## config.mk

```make
export PLATFORM = sky130hd
export DESIGN_NAME = join_n
export DESIGN_NICKNAME = d
export VERILOG_FILES = /design/src/rtl/join_n.sv
export SDC_FILE = /design/constraint.sdc
export NUM_CORES = 1
export LEC_CHECK = 0
export ABC_AREA = 1
export BUFFER_PORTS_ARGS = -buffer_cell sky130_fd_sc_hd__buf_4
export CAP_MARGIN = 10
export CORE_ASPECT_RATIO = 2
export CORE_MARGIN = 8
export CORE_UTILIZATION = 51
export CTS_CLUSTER_SIZE = 40
export DETAILED_ROUTE_END_ITERATION = 16
export PLACE_DENSITY = 0.78
export SYNTH_ARGS = -nofsm -noshare
export SYNTH_HDL_FRONTEND = slang
export SYNTH_SLANG_ARGS = --single-unit
```

## constraint.sdc

```tcl
create_clock -name clk -period 1.7 [get_ports clk]
set_input_delay 0.085 -clock clk [delete_from_list [all_inputs] [get_ports clk]]
set_output_delay 0.085 -clock clk [all_outputs]
set_load 0.05 [all_outputs]
```

## src/rtl/join_n.sv

```systemverilog
// N-way four-phase handshake join: waits for every enabled request, raises one
// joined request, fans the joined acknowledge back and counts completed cycles.
module join_n #(
  parameter int unsigned N    = 2,
  parameter int unsigned W    = 8,
  parameter int unsigned CW   = 16,
  parameter logic        Rpol = 1'b1
) (
  input  logic            clk,
  input  logic            rst,
  input  logic [N-1:0]    r_i,
  output logic [N-1:0]    a_i,
  input  logic [N*W-1:0]  d_i,
  input  logic [N-1:0]    en_i,
  output logic            r_o,
  input  logic            a_o,
  output logic [N*W-1:0]  d_o,
  output logic            err,
  output logic [CW-1:0]   cnt
);

  typedef enum logic [1:0] {
    S_IDLE = 2'd0,
    S_REQ  = 2'd1,
    S_HOLD = 2'd2,
    S_REL  = 2'd3
  } state_t;

  state_t         r_state, w_state_nxt;
  logic           r_req, w_req_nxt;
  logic [N-1:0]   r_ack, w_ack_nxt;
  logic [N-1:0]   r_mask, w_mask_nxt;
  logic [N-1:0]   r_fallen, w_fallen_nxt;
  logic [N*W-1:0] r_data, w_data_nxt;
  logic           r_err, w_err_nxt;
  logic [CW-1:0]  r_cnt, w_cnt_nxt;

  logic           w_rst;
  logic           w_fire;
  logic [N-1:0]   w_act_r;
  logic [N*W-1:0] w_din_masked;

  assign w_rst   = (rst == Rpol);
  assign w_act_r = r_i & r_mask;
  assign w_fire  = (|en_i) && ((r_i & en_i) == en_i) && !a_o;

  // Disabled lanes capture zero so their d_i never reaches d_o.
  for (genvar k = 0; k < N; k++) begin : g_lane
    assign w_din_masked[k*W +: W] = en_i[k] ? d_i[k*W +: W] : '0;
  end

  // NOTE: every next-state variable gets its hold value first, so no path can infer a latch.
  always_comb begin
    w_state_nxt  = r_state;
    w_req_nxt    = r_req;
    w_ack_nxt    = r_ack;
    w_mask_nxt   = r_mask;
    w_fallen_nxt = r_fallen;
    w_data_nxt   = r_data;
    w_err_nxt    = r_err;
    w_cnt_nxt    = r_cnt;

    case (r_state)
      S_IDLE: begin
        if (a_o) begin
          w_err_nxt = 1'b1;
        end else if (w_fire) begin
          w_mask_nxt  = en_i;
          w_data_nxt  = w_din_masked;
          w_req_nxt   = 1'b1;
          w_state_nxt = S_REQ;
        end
      end
      S_REQ: begin
        if (w_act_r != r_mask) w_err_nxt = 1'b1;
        if (a_o) begin
          w_ack_nxt    = r_mask;
          w_fallen_nxt = '0;
          w_state_nxt  = S_HOLD;
        end
      end
      S_HOLD: begin
        // A channel seen low earlier in HOLD must not rise again.
        w_fallen_nxt = r_fallen | (r_mask & ~r_i);
        if (|(r_fallen & r_i & r_mask)) w_err_nxt = 1'b1;
        if (w_act_r == '0) begin
          w_req_nxt   = 1'b0;
          w_state_nxt = S_REL;
        end
      end
      S_REL: begin
        if (!a_o) begin
          w_ack_nxt   = '0;
          w_cnt_nxt   = r_cnt + CW'(1);
          w_state_nxt = S_IDLE;
        end
      end
      default: w_state_nxt = S_IDLE;
    endcase
  end

  // NOTE: sequential state uses non-blocking assignments so all flops update together.
  always_ff @(posedge clk) begin
    if (w_rst) begin
      r_state  <= S_IDLE;
      r_req    <= 1'b0;
      r_ack    <= '0;
      r_mask   <= '0;
      r_fallen <= '0;
      r_data   <= '0;
      r_err    <= 1'b0;
      r_cnt    <= '0;
    end else begin
      r_state  <= w_state_nxt;
      r_req    <= w_req_nxt;
      r_ack    <= w_ack_nxt;
      r_mask   <= w_mask_nxt;
      r_fallen <= w_fallen_nxt;
      r_data   <= w_data_nxt;
      r_err    <= w_err_nxt;
      r_cnt    <= w_cnt_nxt;
    end
  end

  assign r_o = r_req;
  assign a_i = r_ack;
  assign d_o = r_data;
  assign err = r_err;
  assign cnt = r_cnt;

endmodule

```

==> results of run 1 <==
==> routing by layer <==
| layer | track usage (%) | vias to the layer above | wire length [µm] |
|---|---|---|---|
| met4 | 10.2 | 0 | 176 |
| met1 | 15.5 | 901 | 1970 |
| met3 | 3.19 | 16 | 298 |
| li1 | - | 1014 | - |
| met5 | 0 | - | 0 |
| met2 | 33.9 | 69 | 3030 |
==> flip-flops by register name, indices dropped and copies added (netlist names) <==
| register | flops |
|---|---|
| cnt | 16 |
| d_o | 16 |
| a_i | 2 |
| r_fallen | 2 |
| r_mask | 2 |
| r_state | 2 |
| err | 1 |
| r_o | 1 |
==> cells in the mapped netlist <==
master    count
nand3_1      10
a31oi_1       4
nor2_1       34
clkbuf_1      4
inv_6         1
nand3b_1      1
dfxtp_1      42
nor2_2        3
inv_1        20
nand2_1      53
nor3_1        4
nand4_1      23
nand2_2       1
inv_2         2
ha_1          7
o31ai_1       1
a21oi_2       2
o21ai_1       1
o21ai_0       7
buf_6         3
buf_2         3
and2_2        1
and3_1        1
xor2_1        1
a21oi_1      32
o21a_1        1
nor3_2        1
nor2_4        2
nand3_2       1
nand2_8       1
o21bai_1      1
==> repair_timing <==
item                                    4_1_cts  5_1_grt
resized for setup                             1        5
pin swaps                                     0        0
endpoints found under the setup margin        1        9
==> worst min-delay path: stages <==
cell     delay [ps]
buf_4           110
nand4_1          80
a21oi_1          50
==> through the flow <==
stage / cells / hold WS (ps)
floorplan: 268 / 255
global placement: 370 / 375
detailed placement: 370 / 381
CTS: 378 / 57.9
global route: 378 / 60.1
finish: 378 / 67.8
==> power by group <==
| group | switching, W | internal [W] | leakage (nW) |
|---|---|---|---|
| registers | 0.0000844 | 0.00107 | 0.341 |
| clock network | 0.000358 | 0.000433 | 0.0579 |
| logic | 0.000696 | 0.000357 | 0.665 |
==> kinds of logic (layout without fill, tap and decap cells) <==
logic type               count (synthesis)  count (layout)  synth area share (%)
adder cells (fa/ha/maj)                  7               7                  4.36
flip-flops                              42              42                  41.9
XOR/XNOR                                 1               1                 0.436
buffers and inverters                   33              92                  7.73
AO/OA/AOI/OAI                           49              49                  13.2
AND/OR/NAND/NOR                        136             136                  32.4
==> path summary, 6_finish.rpt <==
path,from,end,slack [ps]
max,r_state[1],r_state[1],90
min,d_i[7],d_o[7],70
max reg2reg,r_state[1],r_state[1],90
min reg2reg,d_o[14],d_o[14],470
==> layout make-up <==
class | instances | area [µm²]
Clock buffer | 5 | 68.8
Multi-Input combinational cell | 193 | 1030
Tap cell | 51 | 63.8
Clock inverter | 3 | 40.0
Inverter | 23 | 91.3
Fill cell | 342 | 1210
Timing Repair Buffer | 61 | 458
Sequential cell | 42 | 843
==> out/results.txt, run 1 <==
Run status - completed
Post-synth top area share - 41.9%
CTS Hold Buffers Added - 0
Initial antenna violation count - 0
Row cnt - 32
Top cell family by delay on the critical path - simple AND/OR/NAND/NOR gates
Unrepaired setup endpoints after global routing - no
Vias - 2,000
Post-CTS Setup Bufs - 0
Tot Pwr - 0.00300 W
Setup crit end kind - flop
Area Growth Syn to Fin - 29.3%
Leak - 1.06 nW
Initial core utilization - 52.8%
# diodes - 0
Vias in the first global route - 1,970
Final Worst Setup Slack - 92.3 ps
Die width - 60.4 µm
Die H - 105 µm
Crit path max fanout - 5
Minimum clock period - 1610 ps
Synth area leader - dfxtp_1
RD Place Congestion - 0.835
Post-Syn Nets - 298
Seq cells post-synth - 42
Final Cycle Share - 94.6%
FMAX - 622 MHz
Final hold vios - 0
Mapped Area - 2010 µm²
Crit path launch type - flop
Hold path cells - 3
Die area - 6320 µm²
Cell area power density - 1160 nW/µm²
DRT iter0 DRCs - 59
First-pass detailed-route iteration total - 5
Peak VDD IR - 0.00122 V
Syn Inst Count - 268
Endpoints failing setup - 0
Fin Clk Skew - 9.40 ps
Drt drc - 0
HP Class - in2reg
Synthesized area per cell - 7.49 µm²
GRT overflow - 0
Sequential area share after synthesis - 41.9%
Largest net degree at the start of global routing - 27
Level count of the clock H-tree - 2
Slowest CP cell - dfxtp_2
Util after Layout - 68.2%
Top post-synthesis cells by area - dfxtp_1, nand2_1, a21oi_1
Area after DPL - 2460 µm²
Pre-CTS WS - 6.91 ps
Worst slew pin tran - 499 ps
Setup CP Type - reg2reg
Commonest cells after routing, fill and taps aside - buf_4, nand2_1, dfxtp_1
Total GRT Usage - 17.7%
Crit path cell chain - inv_1 > ha_1 > inv_1 > nor2_1 > a21oi_2 > and2_2 > nand3b_1 > nand2_1 > nor2_1
Max-Cap Viols - 0
CTS clk-pin slew, worst paths - 80 ps
TritonCTS clock tree - done
Layout cells sized above 1 - 27.2%
Clock Sink Count - 42
Max clock buf depth - 2
Final slew viol count - 0
CP Buf/Inv Count - 2
CTS root buffer - clkbuf_8
Setup TNS - 0 ps
DP Wirelength - 4.23 mm
Warnings from Yosys - 0
# port buffers - 58
Drt via density - 5.29
Worst skew pair latency - 300 ps
Most common cell after layout, fill and taps aside - buf_4
Antenna Violating Nets Remaining - 0
CORE AREA - 3800 µm²
Final WL - 5.48 mm
TritonCTS Buffers - 5
Worst EP required - 1890 ps
Nets - 356
Reg2reg path depth - 9
Post-synth cell types - 31
Max-Slew Margin vs Limit - 66.7%
CP Data Arrival Time - 1800 ps
Max incr delay on CP - 380 ps
# IOs - 59
Crit. path cell count - 9
Fin area - 2590 µm²
WL per Instance - 14.5 µm
First-pass GRT wire length - 8.74 mm
No activity file was read; power rests on OpenSTA's default activity.
==> inputs of run 2 (changes only) <==
CORE_MARGIN = 2   (was 8)
GPL_TIMING_DRIVEN = 0   (was default)
==> run 2 against run 1 <==
Effect of this change:
- critical endpoint unchanged
- sequential share of layout area barely moved
- combinational power barely moved
- sequential power barely moved
- die area fell by 29%
- critical path depth did not move
- largest cell class unchanged
- power fell by 4.0%
- register-to-register slack barely moved
- design area barely moved
- fmax fell by 0.77%
- largest power group unchanged
- critical path type unchanged
==> out/results.txt, run 2 (same netlist as run 1, synthesis figures left out) <==
CP Data Arrival Time - 1800 ps
Crit path launch - r_state[1]
Crit path cell chain - inv_1 > ha_1 > inv_1 > nor2_1 > a21oi_1 > and2_2 > nand3b_1 > nand2_1 > nor2_1
Unrepaired setup endpoints after global routing - yes
Crit path launch type - flop
Final WL - 5.13 mm
Worst slew pin tran - 476 ps
Layout cells sized above 1 - 26.4%
Die width - 48.4 µm
Nets - 362
Comb pwr share - 36.3%
RD Place Congestion - 0.824
# diodes - 0
Drt via density - 5.25
Worst reg2reg startpoint - r_state[1]
Max-Cap Viols - 0
Crit path max fanout - 5
Initial core utilization - 52.8%
Leak - 1.07 nW
# IOs - 59
First-pass GRT wire length - 8.47 mm
# port buffers - 57
Final hold vios - 0
DRT iter0 DRCs - 43
Setup crit end kind - flop
Vias in the first global route - 1,901
Total GRT Usage - 24.0%
TritonCTS clock tree - done
Worst skew pair latency - 300 ps
Post-cts sizing count - 0
Max incr delay on CP - 370 ps
CTS root buffer - clkbuf_8
Largest net degree at the start of global routing - 14
Initial antenna violation count - 0
Row cnt - 32
CTS Hold Buffers Added - 0
FMAX - 617 MHz
TritonCTS Buffers - 5
Area Growth Syn to Fin - 29.4%
Switching Share - 39.4%
Switch Pwr - 0.00113 W
Cell area power density - 1110 nW/µm²
Clock Sink Count - 42
Layout fillers - 350
Final Cycle Share - 95.3%
Endpoints failing setup - 0
CORE AREA - 3800 µm²
Max clock buf depth - 2
Most common cell after layout, fill and taps aside - buf_4
Minimum clock period - 1620 ps
Worst EP required - 1880 ps
Util after Layout - 68.3%
Antenna Violating Nets Remaining - 0
Max-Slew Margin vs Limit - 68.2%
Slowest CP cell - dfxtp_2
Sequential power share - 39.8%
HP Class - in2reg
WL per Instance - 13.4 µm
Post-CTS Setup Bufs - 0
Vias - 2,015
Min-Delay Startpoint - d_i[11]
Run status - completed
Setup CP Type - reg2reg
GRT overflow - 0
Peak VDD IR - 0.000725 V
First-pass detailed-route iteration total - 4
Pint - 0.00174 W
Final slew viol count - 0
Die area - 4480 µm²
Clock network power share - 23.9%
Drt drc - 0
Reg2Reg Setup Slack - 80 ps
Level count of the clock H-tree - 2
Setup TNS - 0 ps
Commonest cells after routing, fill and taps aside - buf_4, nand2_1, dfxtp_1
DP Wirelength - 3.92 mm
Fin Clk Skew - 13.2 ps
Multi-input gate area - 1010 µm²
Die H - 92.7 µm
CTS clk-pin slew, worst paths - 90 ps
Sequential Area - 843 µm²
[run 2: path summary, 6_finish.rpt]
path,cells after the start,endpoint
hold / removal,3,d_o[11]
hold reg to reg,2,d_o[14]
setup reg to reg,9,r_state[1]
setup / recovery,9,r_state[1]
[run 2: layer usage]
metal	vias to the layer above	GRT usage, %	share of wire (%)
li1	1025	-	-
met1	928	22.0	36
met5	-	0	0
met4	0	9.76	2.4
met2	52	49.9	58
met3	10	3.87	3.7
[run 2: per-stage QoR]
step | power (W) | setup WS [ps] | instances | cell area (µm²) | hold slack [ps]
after floorplan | 0.00192 | 97.9 | 268 | 2010 | 255
after global routing | 0.00303 | -38.6 | 384 | 2600 | 59.7
after global placement | 0.00219 | 53.4 | 376 | 2500 | 376
after detailed placement | 0.00221 | -5.55 | 376 | 2500 | 380
final | 0.00288 | 79.9 | 384 | 2600 | 59.9
after CTS | 0.00288 | 1.47 | 384 | 2590 | 59.2
[run 2: power groups by stage]
stage          Combinational [W]  Sequential (W)  Clock [W]
3_3_place_gp             0.00103         0.00116          0
5_1_grt                  0.00114         0.00116   0.000730
3_5_place_dp             0.00105         0.00116          0
6_report                 0.00104         0.00114   0.000688
2_1_floorplan           0.000609         0.00131          0
4_1_cts                  0.00105         0.00114   0.000694
[run 2: critical path: cells and delay by family, from the launching register on]
| kind | cells | cell delay [ps] |
|---|---|---|
| and+or+nand+nor | 5 | 450 |
| DFF | 1 | 370 |
| adders and majority gates | 1 | 240 |
| AOI/OAI and AO/OA | 1 | 240 |
| buffers and inverters | 2 | 200 |
[run 2: final cells by class]
cell class / instances / share of cell area, %
flip-flops and latches: 42 / 32.5
multi-input cells: 193 / 38.9
clock inverters: 2 / 0.482
well taps: 51 / 2.46
repair buffers: 57 / 16.5
inverters: 23 / 3.52
clock buffers: 6 / 3.18
plain buffers: 10 / 2.46
==> inputs of run 3 (changes only) <==
CORE_UTILIZATION = 45   (was 51)
PLACE_DENSITY = 0.7   (was 0.78)
==> run 3 against run 2 <==
Effect of this change:
- non-clock buffer count increased by 1
- combinational power barely moved
- hold slack better by 13 ps
- power increased by 3.4%
- critical path depth decreased by 1
- routed wire length increased by 1.6%
- clock-buffer cell count grew 1
- sequential cell count stayed put
- clock power grew 12%
- via count rose by 0.55%
- cell count up 1.0%
- critical path type unchanged
- largest cell class unchanged
==> out/results.txt, run 3 (same netlist as run 1, synthesis figures left out) <==
Run status - completed
Drt via density - 5.22
Largest net degree at the start of global routing - 13
Endpoints failing setup - 0
Antenna Violating Nets Remaining - 0
# port buffers - 57
Met2 usage - 40.8%
Initial core utilization - 46.3%
Switch Pwr - 0.00111 W
Setup TNS - 0 ps
Total GRT Usage - 21.5%
Unrepaired setup endpoints after global routing - no
Final Cycle Share - 93.0%
FMAX - 633 MHz
First-pass GRT wire length - 8.48 mm
Worst EP required - 1880 ps
Area Growth Syn to Fin - 31.1%
Max clock buf depth - 2
GRT met3 Usage - 3.94%
Crit path launch type - flop
Layout fillers - 425
Vias in the first global route - 1,903
CTS root buffer - clkbuf_8
Cell area power density - 1130 nW/µm²
TritonCTS Buffers - 5
Sequential Area - 843 µm²
Final hold vios - 0
RD Place Congestion - 0.837
Row cnt - 34
CTS clk-pin slew, worst paths - 80 ps
Most Crowded Layer GR - met2
Multi-input gate area - 1020 µm²
Setup crit end kind - flop
Die area - 5040 µm²
HP Class - in2reg
Initial antenna violation count - 0
Final WL - 5.22 mm
Setup CP Type - reg2reg
CP Data Arrival Time - 1760 ps
Commonest cells after routing, fill and taps aside - buf_4, nand2_1, dfxtp_1
TritonCTS clock tree - done
Most common cell after layout, fill and taps aside - buf_4
Die width - 51.2 µm
Drt drc - 0
GRT overflow - 0
Sequential power share - 38.5%
Clock network power share - 26.0%
Nets - 363
Worst skew pair latency - 290 ps
DRT iter0 DRCs - 45
Leak - 1.08 nW
Layout cells sized above 1 - 27.2%
# IOs - 59
First-pass detailed-route iteration total - 4
Vias - 2,026
Minimum clock period - 1580 ps
Level count of the clock H-tree - 2
Worst slew pin tran - 508 ps
Peak VDD IR - 0.000779 V
Max-Slew Margin vs Limit - 66.1%
Met1 Track Usage GR - 21.8%
WL per Instance - 13.4 µm
Pint - 0.00186 W
Clock Sink Count - 42
Fin Clk Skew - 6.77 ps
CORE AREA - 4340 µm²
# diodes - 0
Hold Worst Slack - 73.2 ps
Max-Cap Viols - 0
Switching Share - 37.3%
Crit path max fanout - 6
DP Wirelength - 3.95 mm
Comb pwr share - 35.6%
Final slew viol count - 0
Die H - 98.4 µm
run 3: what timing repair did:
item                                   in CTS  in global routing
setup endpoints to repair                   1                 17
gates resized for setup                     1                  6
gates cloned                                0                  0
pin swaps                                   0                  1
hold buffers                                0                  0
setup buffers                               0                  1
endpoints found under the hold margin       0                  0
run 3: power groups by stage:
stage	Sequential, W	Combinational [W]	Clock, W
2_1_floorplan	0.00131	0.000609	0
3_3_place_gp	0.00116	0.00103	0
3_5_place_dp	0.00116	0.00104	0
4_1_cts	0.00114	0.00106	0.000789
5_1_grt	0.00116	0.00117	0.000828
6_report	0.00114	0.00106	0.000772
run 3: layer usage:
| metal | vias to the layer above | part of all wire (%) |
|---|---|---|
| li1 | 1029 | - |
| met1 | 935 | 38 |
| met2 | 53 | 55 |
| met3 | 9 | 4.6 |
| met4 | 0 | 2.2 |
| met5 | - | 0 |
run 3: path summary, 6_finish.rpt:
check	startpoint	to	slack [ps]	depth (start not counted)
max reg2reg	r_state[1]	cnt[8]	120	8
min reg2reg	d_o[9]	d_o[9]	470	2
max	r_state[1]	cnt[8]	120	8
min	d_i[3]	d_o[3]	70	3
run 3: final cells by class:
| cell class | instances | share of cell area [%] |
|---|---|---|
| Buffer | 10 | 2.47 |
| Inverter | 23 | 3.47 |
| Sequential cell | 42 | 32.0 |
| Multi-Input combinational cell | 193 | 38.8 |
| Clock buffer | 7 | 2.90 |
| Tap cell | 54 | 2.57 |
| Timing Repair Buffer | 58 | 16.5 |
| Clock inverter | 1 | 1.14 |
run 3: through the flow:
stage          cell area, µm²  power (W)  setup WS [ps]  cells  util (%)
6_report                 2630    0.00298            120    388      60.6
5_1_grt                  2630    0.00316           15.5    388      60.6
4_1_cts                  2610    0.00298           27.0    387      60.2
3_3_place_gp             2500    0.00219           39.4    379      57.7
2_1_floorplan            2010    0.00192           97.9    268         -
3_5_place_dp             2500    0.00220           14.1    379      57.7
run 3: critical path, stage by stage (launching register included):
cell,delay (ps)
dfxtp_2,380
ha_2,240
inv_1,100
nor2_4,160
nand3_2,130
nor2_2,190
nand2_1,90
o21ai_1,120
a21oi_1,50
